$ cat config.mk
export PLATFORM = sky130hd
export DESIGN_NAME = gpu_mem_req_arb
export DESIGN_NICKNAME = d
export VERILOG_FILES = /design/src/rtl/gpu_mem_req_arb.sv
export SDC_FILE = /design/constraint.sdc
export NUM_CORES = 1
export LEC_CHECK = 0
export CAP_MARGIN = 20
export CORE_MARGIN = 8
export CORE_UTILIZATION = 37
export CTS_CLUSTER_SIZE = 14
export DETAILED_ROUTE_END_ITERATION = 10
export HOLD_SLACK_MARGIN = 0.02
export PLACE_DENSITY = 0.86
export SKIP_CTS_REPAIR_TIMING = 1
export SYNTH_ARGS = -nofsm -noshare
export SYNTH_HDL_FRONTEND = slang
export SYNTH_SLANG_ARGS = --single-unit
export TNS_END_PERCENT = 50
$ cat constraint.sdc
create_clock -name clk -period 7.1 [get_ports clk]
set_input_delay 2.13 -clock clk [delete_from_list [all_inputs] [get_ports clk]]
set_output_delay 2.13 -clock clk [all_outputs]
set_load 0.005 [all_outputs]
$ cat src/rtl/gpu_mem_req_arb.sv
// Round-robin memory request arbiter with in-order response steering via a tag FIFO.
// Optional sticky unexpected-response check: define GPU_MEM_REQ_ERR_CHECK_EN.
package constants_pkg;
    localparam int ADDR_WIDTH = 32;
    localparam int DATA_WIDTH = 32;
endpackage

module gpu_mem_req_arb_rsp_lane (
    input  logic sel_i,
    input  logic vld_i,
    output logic vld_o
);
    assign vld_o = sel_i & vld_i;
endmodule

module gpu_mem_req_arb #(
    parameter int NUM_CLIENTS     = 4,
    parameter int MAX_OUTSTANDING = 4
) (
    input  logic                                          clk,
    input  logic                                          rst_n,
    input  logic [NUM_CLIENTS-1:0]                        c_req_vld,
    output logic [NUM_CLIENTS-1:0]                        c_req_rdy,
    input  logic [NUM_CLIENTS*constants_pkg::ADDR_WIDTH-1:0] c_req_addr,
    output logic [NUM_CLIENTS-1:0]                        c_rsp_vld,
    input  logic [NUM_CLIENTS-1:0]                        c_rsp_rdy,
    output logic [constants_pkg::DATA_WIDTH-1:0]          c_rsp_data,
    output logic                                          m_req_vld,
    input  logic                                          m_req_rdy,
    output logic [constants_pkg::ADDR_WIDTH-1:0]          m_req_addr,
    input  logic                                          m_rsp_vld,
    output logic                                          m_rsp_rdy,
    input  logic [constants_pkg::DATA_WIDTH-1:0]          m_rsp_data,
    output logic [$clog2(MAX_OUTSTANDING):0]              outstanding_cnt,
    output logic                                          err_unexpected_rsp
);
    localparam int AW = constants_pkg::ADDR_WIDTH;
    localparam int IW = $clog2(NUM_CLIENTS);
    localparam int PW = $clog2(MAX_OUTSTANDING);
    localparam int CW = PW + 1;

    typedef enum logic {REQ_IDLE, REQ_BUSY} req_state_e;

    req_state_e                             state_q;
    logic [AW-1:0]                          addr_q;
    logic [IW-1:0]                          rr_q;
    logic [MAX_OUTSTANDING-1:0][IW-1:0]     tag_q;
    logic [PW-1:0]                          wr_ptr_q, rd_ptr_q;
    logic [CW-1:0]                          cnt_q, cnt_d;

    logic                                   hs, load, pop, empty, full;
    logic                                   gnt_vld;
    logic [IW-1:0]                          gnt_idx, head;
    logic [IW:0]                            rr_sum;

    assign hs    = m_req_vld & m_req_rdy;
    assign empty = (cnt_q == '0);
    assign full  = (cnt_q == CW'(MAX_OUTSTANDING));
    assign head  = tag_q[rd_ptr_q];

    // Round-robin search starting at rr_q, wrapping at NUM_CLIENTS.
    always_comb begin
        gnt_vld = 1'b0;
        gnt_idx = '0;
        rr_sum  = '0;
        for (int k = 0; k < NUM_CLIENTS; k++) begin
            rr_sum = {1'b0, rr_q} + (IW+1)'(k);
            if (rr_sum >= (IW+1)'(NUM_CLIENTS))
                rr_sum = rr_sum - (IW+1)'(NUM_CLIENTS);
            if (!gnt_vld && c_req_vld[rr_sum[IW-1:0]]) begin
                gnt_vld = 1'b1;
                gnt_idx = rr_sum[IW-1:0];
            end
        end
    end

    // Full is judged on the registered count, so a same-cycle pop does not free a slot.
    assign load = rst_n && (state_q == REQ_IDLE || hs) && !full && gnt_vld;

    always_comb begin
        c_req_rdy = '0;
        if (load)
            c_req_rdy[gnt_idx] = 1'b1;
    end

    assign m_req_vld  = (state_q == REQ_BUSY);
    assign m_req_addr = addr_q;

    always_ff @(posedge clk or negedge rst_n) begin
        if (!rst_n) begin
            state_q <= REQ_IDLE;
            addr_q  <= '0;
            rr_q    <= '0;
        end else begin
            if (load) begin
                addr_q <= c_req_addr[gnt_idx*AW +: AW];
                rr_q   <= (gnt_idx == IW'(NUM_CLIENTS-1)) ? '0 : gnt_idx + 1'b1;
            end
            case (state_q)
                REQ_IDLE: if (load) state_q <= REQ_BUSY;
                REQ_BUSY: if (hs && !load) state_q <= REQ_IDLE;
                default:  state_q <= REQ_IDLE;
            endcase
        end
    end

    assign m_rsp_rdy  = !empty && c_rsp_rdy[head];
    assign pop        = m_rsp_vld && m_rsp_rdy;
    assign c_rsp_data = empty ? '0 : m_rsp_data;

    for (genvar i = 0; i < NUM_CLIENTS; i++) begin : g_lane
        gpu_mem_req_arb_rsp_lane u_lane (
            .sel_i (!empty && head == IW'(i)),
            .vld_i (m_rsp_vld),
            .vld_o (c_rsp_vld[i])
        );
    end

    always_comb begin
        cnt_d = cnt_q;
        case ({load, pop})
            2'b10:   cnt_d = cnt_q + 1'b1;
            2'b01:   cnt_d = cnt_q - 1'b1;
            default: cnt_d = cnt_q;
        endcase
    end

    always_ff @(posedge clk or negedge rst_n) begin
        if (!rst_n) begin
            tag_q    <= '0;
            wr_ptr_q <= '0;
            rd_ptr_q <= '0;
            cnt_q    <= '0;
        end else begin
            if (load) begin
                tag_q[wr_ptr_q] <= gnt_idx;
                wr_ptr_q        <= wr_ptr_q + 1'b1;
            end
            if (pop)
                rd_ptr_q <= rd_ptr_q + 1'b1;
            cnt_q <= cnt_d;
        end
    end

    assign outstanding_cnt = cnt_q;

`ifdef GPU_MEM_REQ_ERR_CHECK_EN
    logic err_q;
    always_ff @(posedge clk or negedge rst_n) begin
        if (!rst_n)
            err_q <= 1'b0;
        else if (m_rsp_vld && empty)
            err_q <= 1'b1;
    end
    assign err_unexpected_rsp = err_q;
`else
    assign err_unexpected_rsp = 1'b0;
`endif

endmodule

Word level (Yosys, flattened, before mapping)
Index checks and enable logic that the tools add are counted.
{ "totals": {"regBits": 50, "inputBits": 172, "out_inout_bits": 78, "elab_cells": 111} }
{ "op_classes": {"addsub": 12, "n_lt_le_gt_ge": 14, "n_eq_ne": 7, "shifts": 1, "mux": 36, "bitwise_logic": 6, "reduce_logical": 25} }
{ "op_table": {"columns": ["operator", "count"], "rows": [
  ["128-bit by 8-bit variable part select with 32-bit output", 1],
  ["32-bit 2-to-1 mux", 1],
  ["2-bit by 3-bit less-than comparator with 1-bit output (second input constant)", 8],
  ["2-bit 2-to-1 mux", 11],
  ["1-bit logical AND", 15],
  ["1-bit 2-to-1 mux", 12],
  ["1-bit binary-select mux with 2-bit select", 5],
  ["3-bit >= comparator (second input constant)", 3],
  ["8-bit bitwise mux", 1],
  ["2-bit == test (second input constant)", 4],
  ["2-bit by 1-bit subtractor with 2-bit output (second input constant)", 4],
  ["2-bit by 1-bit adder with 2-bit output (second input constant)", 3],
  ["2-bit by 2-bit adder with 3-bit output (second input constant)", 2],
  ["1-bit zero test", 6],
  ["3-bit one-hot mux with 2 select lines", 1],
  ["1-bit bitwise AND", 5],
  ["2-bit binary-select mux with 2-bit select", 1],
  ["2-bit demux with 2-bit select", 1],
  ["2-bit by 1-bit == test with 1-bit output (second input constant)", 2],
  ["2-bit by 1-bit >= comparator with 1-bit output (second input constant)", 2],
  ["4-bit 2-to-1 mux", 1],
  ["2-bit by 1-bit adder with 3-bit output (second input constant)", 1],
  ["3-bit by 1-bit adder with 3-bit output (second input constant)", 1],
  ["3-bit == test (second input constant)", 1],
  ["9 further kinds", 9]
]} }

Logic depth before layout (Yosys ltp)
Gate-level depths: netlist of run 1.
{ "logic_depth": {"depth_word": 19, "mapped_depth": 11} }

By module
A second synthesis of run 1 with hierarchy kept.
{ "hier_totals": {"cells_unflattened": 324, "area_unflattened_um2": 3288.2} }
{ "modules_own_cells": {"columns": ["mod", "instances", "cells_each", "area_per_inst_um2", "seq_area_each_um2"], "rows": [
  ["gpu_mem_req_arb", 1, 320, 3263.1, 1251.2],
  ["gpu_mem_req_arb_rsp_lane", 4, 1, 6.3, 0.0]
]} }

Worst setup path after synthesis of run 1
Ideal clock, no wire load.
{ "synth_timing": {"path_type": "input port to output port", "startpoint": "input c_req_vld[0]", "endpoint": "output c_req_rdy[1]", "arrival_ns": 3.291, "t_required_ns": 4.970, "path_slack_ns": 1.679, "cell_stages": 8, "path_buffers": 2, "cell_sequence": "a21oi_1 o21ai_0 o2bb2a_1 clkbuf_1 buf_2 inv_1 ha_1 and2_1"} }
{ "synth_between": {"elab_chain_cells": 17, "word_cells_on_any_way": 29, "cone_classes": "2 x order compare; 19 x mux; 8 x reduce/logical"} }
{ "synth_rtl": {"columns": ["element", "line_no", "text"], "rows": [
  ["start: declaration", "22", "input logic [NUM_CLIENTS-1:0] c_req_vld,"],
  ["1-bit binary-select mux with 2-bit select", "70", "if (!gnt_vld && c_req_vld[rr_sum[IW-1:0]]) begin"],
  ["1-bit 2-to-1 mux (not written as such)", "70", null],
  ["1-bit 2-to-1 mux", "70", null],
  ["1-bit zero test", "70", null],
  ["1-bit logical AND", "70", null],
  ["1-bit 2-to-1 mux", "70", null],
  ["1-bit zero test", "70", null],
  ["1-bit logical AND", "70", null],
  ["[2 not listed]", null, null],
  ["1-bit logical AND", "70", null],
  ["2-bit 2-to-1 mux *", "70", null],
  ["via gnt_idx[1]", "53", "logic [IW-1:0] gnt_idx, head;"],
  ["2-bit by 3-bit less-than comparator with 1-bit output (not written as such) or 2-bit by 1-bit >= comparator with 1-bit output (tied branches)", "83", "c_req_rdy[gnt_idx] = 1'b1;"],
  ["1-bit logical AND (not written as such)", "83", null],
  ["1-bit 2-to-1 mux (not written as such)", "83", null],
  ["1-bit demux with 2-bit select *", "83", null],
  ["4-bit 2-to-1 mux *", "82", "if (load)"],
  ["end: declaration", "23", "output logic [NUM_CLIENTS-1:0] c_req_rdy,"]
]} }
Mark *: on every way through the listed nets, which the timed path passes. The rest lies on a longest branch. The select of a mux whose other input is x is not followed.

Worst setup path in the final report of run 1
{ "layout_timing": {"startpoint": "input c_req_vld[0]", "endpoint": "output c_req_rdy[0]"} }
{ "layout_between": {"elab_chain_cells": 17, "word_cells_on_any_way": 29, "cone_classes": "2 x order compare; 19 x mux; 8 x reduce/logical"} }
{ "layout_rtl": {"columns": ["element", "line_no"], "rows": [
  ["1-bit binary-select mux with 2-bit select", "70"],
  ["1-bit 2-to-1 mux (not written as such)", "70"],
  ["1-bit 2-to-1 mux", "70"],
  ["1-bit zero test", "70"],
  ["1-bit logical AND", "70"],
  ["1-bit 2-to-1 mux", "70"],
  ["1-bit zero test", "70"],
  ["1-bit logical AND", "70"],
  ["1-bit 2-to-1 mux", "70"],
  ["1-bit zero test", "70"],
  ["1-bit logical AND", "70"],
  ["2-bit 2-to-1 mux", "70"],
  ["2-bit by 3-bit less-than comparator with 1-bit output (not written as such) or 2-bit by 1-bit >= comparator with 1-bit output (tied branches)", "83"],
  ["1-bit logical AND (not written as such)", "83"],
  ["1-bit 2-to-1 mux (not written as such)", "83"],
  ["1-bit demux with 2-bit select", "83"],
  ["4-bit 2-to-1 mux *", "82"]
]} }
Every way passes the cells marked *; elsewhere a longest branch is shown, timed or not. The select of a mux whose other input is x is not followed.

==> results_dict.tcl, run 1 <==
set metrics [dict create \
    period_minus_slack_ns 6.35 \
    finalSetupViolCount 0 \
    areaGrowthSynthToFinish_pct 82.4 \
    io_buffers 248 \
    drtIter0Drc 122 \
    p_leak_nw 2.54 \
    wl_per_cell_um 18.9 \
    clk_latency_ns 0.29 \
    cpMostUsedCell "clkdlybuf4s50_1" \
    grt_pass1_wl_um 18100 \
    pwr-share-comb_pct 62.9 \
    whs_ns 0.494 \
    synth_edf_count 0 \
    grt_max_degree 53 \
    nets 741 \
    worstSetupPathType "in -> out" \
    crit_buf_inv 3 \
    synth_top_area_share_pct 38.1 \
    drc_errors 0 \
    min_period_over_period_pct 89.4 \
    cts_sinks 50 \
    yosysUniqueCellTypes 36 \
    drive_gt1_share_pct 5.54 \
    hold_class "reg -> reg" \
    async_reset_ff_share_pct 100 \
    fin_tns_setup_ns 0 \
    place_ws_ns 0.747 \
    fmax_mhz 158 \
    power_density_mw_per_mm2 309 \
    layout_setup_ws_ns 0.754 \
    synth_area_leaders "dfrtp_1, mux2i_1, o221ai_1" \
    grt_usage_pct 19.2 \
    diodes 0 \
    arrival_ns 4.22 \
    die_y_um 110 \
    drt-total-wl_um 12600 \
    pwr-share-clk_pct 9.1 \
    die_area_mm2 0.0121 \
    syn_nets 505 \
    cp-start-kind "primary input" \
    syn_area_per_cell_um2 10.2 \
    crit_start "c_req_vld[0]" \
    slowest_delay_ns 0.47 \
    busiest_layer "met2" \
    final_cells 668 \
    outcome "complete, no violations" \
    core_mm2 0.00868 \
    syn_inst 323 \
    max_slew_margin_pct 44.1 \
    cts_tree "done" \
    dp.cells 659 \
    gr-total-overflow 0 \
    p_total_mw 1.85 \
    r2r-start "outstanding_cnt[0]" \
    power_switching_mw 0.675 \
    grt_use_met2_pct 35.6 \
    vdd_ir_drop_max_mv 0.124 \
    root_buffer "clkbuf_8" \
    cts.path.max_buffers 2 \
    numCtsBuffers 5 \
    slowest_stage "clkdlybuf4s50_1" \
    p_int_mw 1.18 \
    yosys_most_used_dff "dfrtp_1" \
    hold_viol 0 \
    place_hpwl_um 10500 \
    die_x_um 110 \
    cap_violations 0 \
    seq_area_frac_synth_pct 38.1 \
    syn-cell-area_mm2 0.00328 \
    dr.pass1.iters 4 \
    critPathTopFamily "buffers and inverters" \
    tightest_slew_ns 0.838 \
    antenna_found_initial 0 \
    required_ns 4.97 \
    ys_ff_latch 50 \
    crit_chain "clkdlybuf4s50_1, a21oi_1, o21ai_0, o2bb2a_4, inv_1, ha_1, and2_1, clkdlybuf4s50_1" \
    rsz0062_at_grt "false" \
    crit_path_max_fanout 20 \
    yosysWarnings 0 \
    first_global_vias 3648 \
    start_util_pct 37.8 \
    finClkSkew_ns 0.00832 \
    design_area_mm2 0.00599 \
    p_seq_share_pct 28.0 \
    sw_frac_of_total_pct 36.5 \
    cp-end-kind "primary output" \
    vias_per_cell 5.08 \
    htree_levels 2 \
    yosys.area.top_type "dfrtp_1" \
    hold_start "m_req_addr[10]" \
    io_pins 250 \
    vias 3395 \
    slew_viol_final 0 \
    place_congestion 0.758 \
    rows 34 \
    gr-usage-met1_pct 19.0 \
    placed_area_mm2 0.00587 \
    fin_util_pct 69.0 \
    postRouteAntennaNets 0 \
    grt.met3_usage_pct 8.14 \
    clk_pin_slew_worst_paths_ns 0.09 \
]
## final cells by class
| class | count | area, µm² |
|---|---|---|
| clock buffer | 7 | 86.3 |
| clock inverter | 1 | 5.00 |
| fill | 677 | 2690 |
| inverter | 10 | 37.5 |
| multi-input combinational | 237 | 1880 |
| sequential | 50 | 1250 |
| tap | 108 | 135 |
| timing repair buffer | 255 | 2590 |
## worst min-delay path, cell delays in order, from the launching register on
cell and delay (ns):
dfrtp_1 0.35, nand2_1 0.05, o221ai_1 0.06
## metal layers
metal  routed length [µm]  vias up  part of all wire (%)
met1                 4460     1597                    35
met5                    0        -                     0
met3                 1450       13                    12
li1                     -     1617                     -
met4                  213        0                   1.7
met2                 6490      168                    51
## cell usage in the layout (no fill, tap or decap), types with 2 or more instances in the layout
cell,n
mux2_2,8
nor3_2,2
buf_4,4
a21oi_1,3
and2_1,5
xnor2_1,3
buf_16,3
and2b_2,2
inv_1,9
nor2b_1,33
clkbuf_8,6
xor2_1,3
nor2_1,3
o221ai_1,32
mux2i_1,67
nand2_1,47
dfrtp_1,50
clkdlybuf4s50_1,247
ha_1,9
o21ai_0,5
## power groups by stage
| stage | Clock, mW | Combinational (mW) | Sequential [mW] |
|---|---|---|---|
| finish | 0.169 | 1.16 | 0.518 |
| global route | 0.184 | 1.27 | 0.537 |
| CTS | 0.173 | 1.17 | 0.518 |
| detailed placement | 0 | 1.17 | 0.522 |
| global placement | 0 | 1.12 | 0.514 |
| floorplan | 0 | 0.575 | 0.512 |
## sequential cells by signal, indices dropped and copies added (netlist names)
register         count
outstanding_cnt      3
rr_q                 2
wr_ptr_q             2
rd_ptr_q             2
m_req_vld            1
tag_q                8
m_req_addr          32
## path summary, 6_finish.rpt
kind	end	slack, ns	cells after the start
max	c_req_rdy[0]	0.75	8
min	m_req_addr[10]	0.49	2
max reg2reg	outstanding_cnt[2]	4.12	12
min reg2reg	m_req_addr[10]	0.49	2
max in group asynchronous	outstanding_cnt[0]	4.66	2
min in group asynchronous	m_req_addr[18]	2.03	2
## synthesized netlist by cell type (2+ instances only)
cell type and instances:
a21oi_1 3, and2_1 5, and2b_2 2, buf_2 8
buf_4 5, clkbuf_1 13, dfrtp_1 50, ha_1 9
inv_1 9, mux2_2 8, mux2i_1 67, nand2_1 47
nor2_1 3, nor2b_1 33, o21ai_0 5, o221ai_1 32
xnor2_1 3, xor2_1 3
## cell families after synthesis
logic type                 Yosys count  share of synthesized area, %
AOI/OAI and AO/OA                   45                          11.1
xor gates and xnor gates             6                          1.60
adders and majority gates           10                          4.04
buffers and inverters               36                          4.99
DFF                                 50                          38.1
muxes                               77                          24.7
other                                1                         0.114
and+or+nand+nor                     98                          15.3
(Power assumes the default switching activity.)
==> inputs of run 2 (changes only) <==
- CORE_MARGIN: 8 -> 1.5
==> run 2 against run 1 <==
Compared with the run above: sequential power barely moved; clock power rose by 4%; clock-buffer cell count fell by 1; maximum frequency rose by 1.2%; non-clock buffer count rose by 1; clock skew rose by 0.0011 ns; first-iteration DRC count fell by 37%; sequential cell count did not move; largest power group unchanged.
==> results_dict.tcl, run 2 (synthesis gave the netlist of run 1 again) <==
set metrics [dict create \
    outcome "complete, no violations" \
    hold_end "m_req_addr[29]" \
    io_buffers 248 \
    cts_sinks 50 \
    hold_viol 0 \
    die_x_um 97.2 \
    dr.pass1.iters 4 \
    grt_usage_pct 24.1 \
    vdd_ir_drop_max_mv 0.153 \
    finClkSkew_ns 0.00938 \
    die_y_um 97.2 \
    grt_pass1_wl_um 18200 \
    areaGrowthSynthToFinish_pct 82.2 \
    gr-total-overflow 0 \
    nets 742 \
    max_slew_margin_pct 55.7 \
    cts.path.max_buffers 2 \
    crit_path_max_fanout 6 \
    vias_per_cell 5.14 \
    place_hpwl_um 9180 \
    htree_levels 2 \
    n_fill_cell 680 \
    hold_class "reg -> reg" \
    numCtsBuffers 5 \
    place_ws_ns 0.844 \
    drt-total-wl_um 11400 \
    tightest_slew_ns 0.664 \
    drtIter0Drc 77 \
    first_global_vias 3634 \
    arrival_ns 4.14 \
    wl_per_cell_um 17.0 \
    cp-start-kind "primary input" \
    finalSetupViolCount 0 \
    start_util_pct 37.8 \
    period_minus_slack_ns 6.27 \
    io_pins 250 \
    cts_tree "done" \
    final_cells 670 \
    r2r_slack_ns 4.08 \
    dp.cells 660 \
    design_area_mm2 0.00598 \
    rsz0062_at_grt "false" \
    core_mm2 0.00868 \
    hold_start "m_req_addr[29]" \
    vias 3443 \
    reg2reg_depth 10 \
    placed_area_mm2 0.00586 \
    layout_setup_ws_ns 0.829 \
    whs_path_depth 2 \
    final_common_cell "clkdlybuf4s50_1" \
    fmax_mhz 159 \
    p_leak_nw 2.54 \
    antenna_found_initial 1 \
    cap_violations 0 \
    worstReg2RegEnd "outstanding_cnt[1]" \
    rows 34 \
    slew_viol_final 0 \
    r2r-start "outstanding_cnt[0]" \
    worstSetupPathType "in -> out" \
    whs_ns 0.495 \
    largest_register_ffs 32 \
    postRouteAntennaNets 0 \
    root_buffer "clkbuf_8" \
    p_total_mw 1.84 \
    cp-end-kind "primary output" \
    required_ns 4.97 \
    die_area_mm2 0.00944 \
    drive_gt1_share_pct 5.88 \
    fin_util_pct 68.9 \
    layout_common_cells "clkdlybuf4s50_1, mux2i_1, dfrtp_1, nand2_1, nor2b_1" \
    clk_latency_ns 0.30 \
    min_period_over_period_pct 88.3 \
    fin_tns_setup_ns 0 \
    clk_pin_slew_worst_paths_ns 0.09 \
    grt_max_degree 51 \
    power_density_mw_per_mm2 307 \
    drc_errors 0 \
    place_congestion 0.866 \
]
[run 2: worst max path at each step]
| stage | slack (ns) | endpoint | start | cells past startpoint |
|---|---|---|---|---|
| 2_1_floorplan | 1.68 | c_req_rdy[1] | c_req_vld[0] | 8 |
| 3_3_place_gp | 1.0 | c_req_rdy[2] | c_req_vld[1] | 8 |
| 3_5_place_dp | 0.84 | c_req_rdy[2] | c_req_vld[1] | 8 |
| 4_1_cts | 0.85 | c_req_rdy[2] | c_req_vld[1] | 8 |
| 5_1_grt | 0.74 | c_req_rdy[1] | c_req_vld[0] | 8 |
| 6_report | 0.83 | c_req_rdy[2] | c_req_vld[1] | 8 |
[run 2: worst max-delay path: stages]
cell             delay (ns)
clkdlybuf4s50_1        0.56
mux2i_1                0.11
a21oi_1                0.21
o21a_1                 0.23
inv_1                  0.10
ha_1                   0.21
and2_1                 0.13
clkdlybuf4s50_1        0.45
[run 2: report_power, final]
part           switching, mW  total (mW)  internal [mW]
logic                  0.476        1.14          0.668
clock network         0.0976       0.176         0.0786
registers             0.0934       0.518          0.425
[run 2: metal layers]
| metal | wire (µm) | up-vias | global-route usage, % |
|---|---|---|---|
| met5 | 0 | - | 0 |
| met4 | 360 | 0 | 9.70 |
| met3 | 960 | 26 | 6.91 |
| met2 | 6270 | 186 | 47.4 |
| met1 | 3810 | 1611 | 23.2 |
| li1 | - | 1620 | - |
[run 2: area by class of cell]
class	instances	area (µm²)	area share [%]
Timing Repair Buffer	256	2580	43.1
Multi-Input combinational cell	237	1880	31.5
Sequential cell	50	1250	20.9
Tap cell	108	135	2.26
Clock buffer	6	82.6	1.38
Inverter	10	37.5	0.628
Clock inverter	2	12.5	0.209
Antenna cell	1	2.50	0.0418
==> inputs of run 3 (changes only) <==
- PLACE_DENSITY: 0.86 -> not set
- PLACE_DENSITY_LB_ADDON: not set -> 0.1
==> run 3 against run 2 <==
Compared with the run above: final area shrank 0.10%; combinational power barely moved; utilization down 0.072 points; sequential share of layout area hardly changed; non-clock buffer count decreased by 1; sequential power rose by 0.8%; critical path type unchanged; via count is 3.7% lower; worst setup slack worse by 0.21 ns; clock-buffer cell count decreased by 1; routed wire length down 8.5%; critical path depth decreased by 1; cell count shrank 0.45%.
==> results_dict.tcl, run 3 (synthesis gave the netlist of run 1 again) <==
set metrics [dict create \
    vdd_ir_drop_max_mv 0.156 \
    period_minus_slack_ns 6.48 \
    grt_usage_pct 22.0 \
    whs_ns 0.497 \
    layout_common_cells "clkdlybuf4s50_1, mux2i_1, dfrtp_1, nand2_1, nor2b_1" \
    place_congestion 0.789 \
    hold_class "reg -> reg" \
    p_leak_nw 2.54 \
    htree_levels 2 \
    first_global_vias 3427 \
    cap_violations 0 \
    areaGrowthSynthToFinish_pct 82.0 \
    outcome "complete, no violations" \
    crit_path_max_fanout 28 \
    finalSetupViolCount 0 \
    wl_met2_um 5570 \
    nets 741 \
    final_common_cell "clkdlybuf4s50_1" \
    io_pins 250 \
    rows 34 \
    fmax_mhz 154 \
    postRouteAntennaNets 0 \
    hold_viol 0 \
    grt_pass1_wl_um 16900 \
    drtIter0Drc 110 \
    worstSetupPathType "in -> out" \
    top_layer "met4" \
    multiInputGateArea_mm2 0.00188 \
    min_period_over_period_pct 91.2 \
    core_mm2 0.00868 \
    dr.pass1.iters 4 \
    start_util_pct 37.8 \
    n_fill_cell 691 \
    place_hpwl_um 8400 \
    drive_gt1_share_pct 5.55 \
    rsz0062_at_grt "false" \
    max_slew_margin_pct 53.6 \
    cts.path.max_buffers 2 \
    power_density_mw_per_mm2 306 \
    cts_sinks 50 \
    largest_register_ffs 32 \
    wirelength_met1_um 3870 \
    drc_errors 0 \
    cts_tree "done" \
    met3WireLength_um 782 \
    fin_tns_setup_ns 0 \
    root_buffer "clkbuf_8" \
    gr-total-overflow 0 \
    grt_max_degree 51 \
    dp.cells 659 \
    slew_viol_final 0 \
    drt-total-wl_um 10400 \
    arrival_ns 4.35 \
    clk_pin_slew_worst_paths_ns 0.09 \
    cp-end-kind "primary output" \
    cp-start-kind "primary input" \
    wl_per_cell_um 15.6 \
    fin_util_pct 68.8 \
    die_area_mm2 0.00944 \
    tightest_slew_ns 0.696 \
    die_x_um 97.2 \
    vias_per_cell 4.97 \
    clk_latency_ns 0.31 \
    required_ns 4.97 \
    finClkSkew_ns 0.00992 \
    die_y_um 97.2 \
    vias 3317 \
    antenna_found_initial 0 \
    numCtsBuffers 5 \
    final_cells 667 \
    seqCellArea_mm2 0.00125 \
    io_buffers 248 \
    diodes 0 \
]
==> run 3: cell count changes in the layout (fill, tap and decap cells not counted) <==
cell	change
buf_4	-2
buf_16	+1
clkbuf_8	-1
clkinv_2	+1
clkinvlp_4	-1
diode_2	-1
==> run 3: final timing paths <==
path | startpoint | end | slack [ns] | cells past startpoint
worst max-delay path | c_req_vld[0] | c_req_rdy[2] | 0.62 | 7
worst min-delay path | m_req_addr[14] | m_req_addr[14] | 0.50 | 2
worst max register to register | rd_ptr_q[0] | outstanding_cnt[2] | 4.27 | 9
worst min register to register | m_req_addr[14] | m_req_addr[14] | 0.50 | 2
max in group asynchronous | rst_n | m_req_addr[3] | 4.68 | 2
min in group asynchronous | rst_n | m_req_addr[19] | 1.99 | 2
==> run 3: power breakdown <==
part | internal (mW) | switching, mW | leakage (nW)
sequential | 0.425 | 0.0967 | 0.613
clock | 0.0664 | 0.0932 | 0.0438
combinational | 0.673 | 0.475 | 1.88
==> run 3: stage by stage <==
| step | worst slack [ns] | power (mW) | area, µm² |
|---|---|---|---|
| after detailed placement | 0.626 | 1.67 | 5870 |
| after CTS | 0.610 | 1.83 | 5950 |
| after floorplan | 1.68 | 1.09 | 3280 |
| after global placement | 0.715 | 1.62 | 5810 |
| after global routing | 0.419 | 1.96 | 5970 |
| final | 0.623 | 1.83 | 5970 |
==> run 3: critical path: stages <==
cell and delay, ns:
clkdlybuf4s50_1 0.48, a21oi_1 0.17, o21ai_0 0.14, o2bb2a_4 0.53, ha_1 0.23, and2_1 0.13, clkdlybuf4s50_1 0.53
==> run 3: layout make-up <==
class	instances	area share [%]
multi-input cells	237	31.5
inverters	10	0.628
clock inverters	2	0.168
flip-flops and latches	50	20.9
well taps	108	2.26
repair buffers	255	43.4
clock buffers	5	1.15
==> run 3: layer usage <==
layer / up-vias / global-route usage [%]
li1: 1609 / -
met5: - / 0
met3: 16 / 5.83
met4: 0 / 7.13
met1: 1538 / 24.2
met2: 154 / 40.8
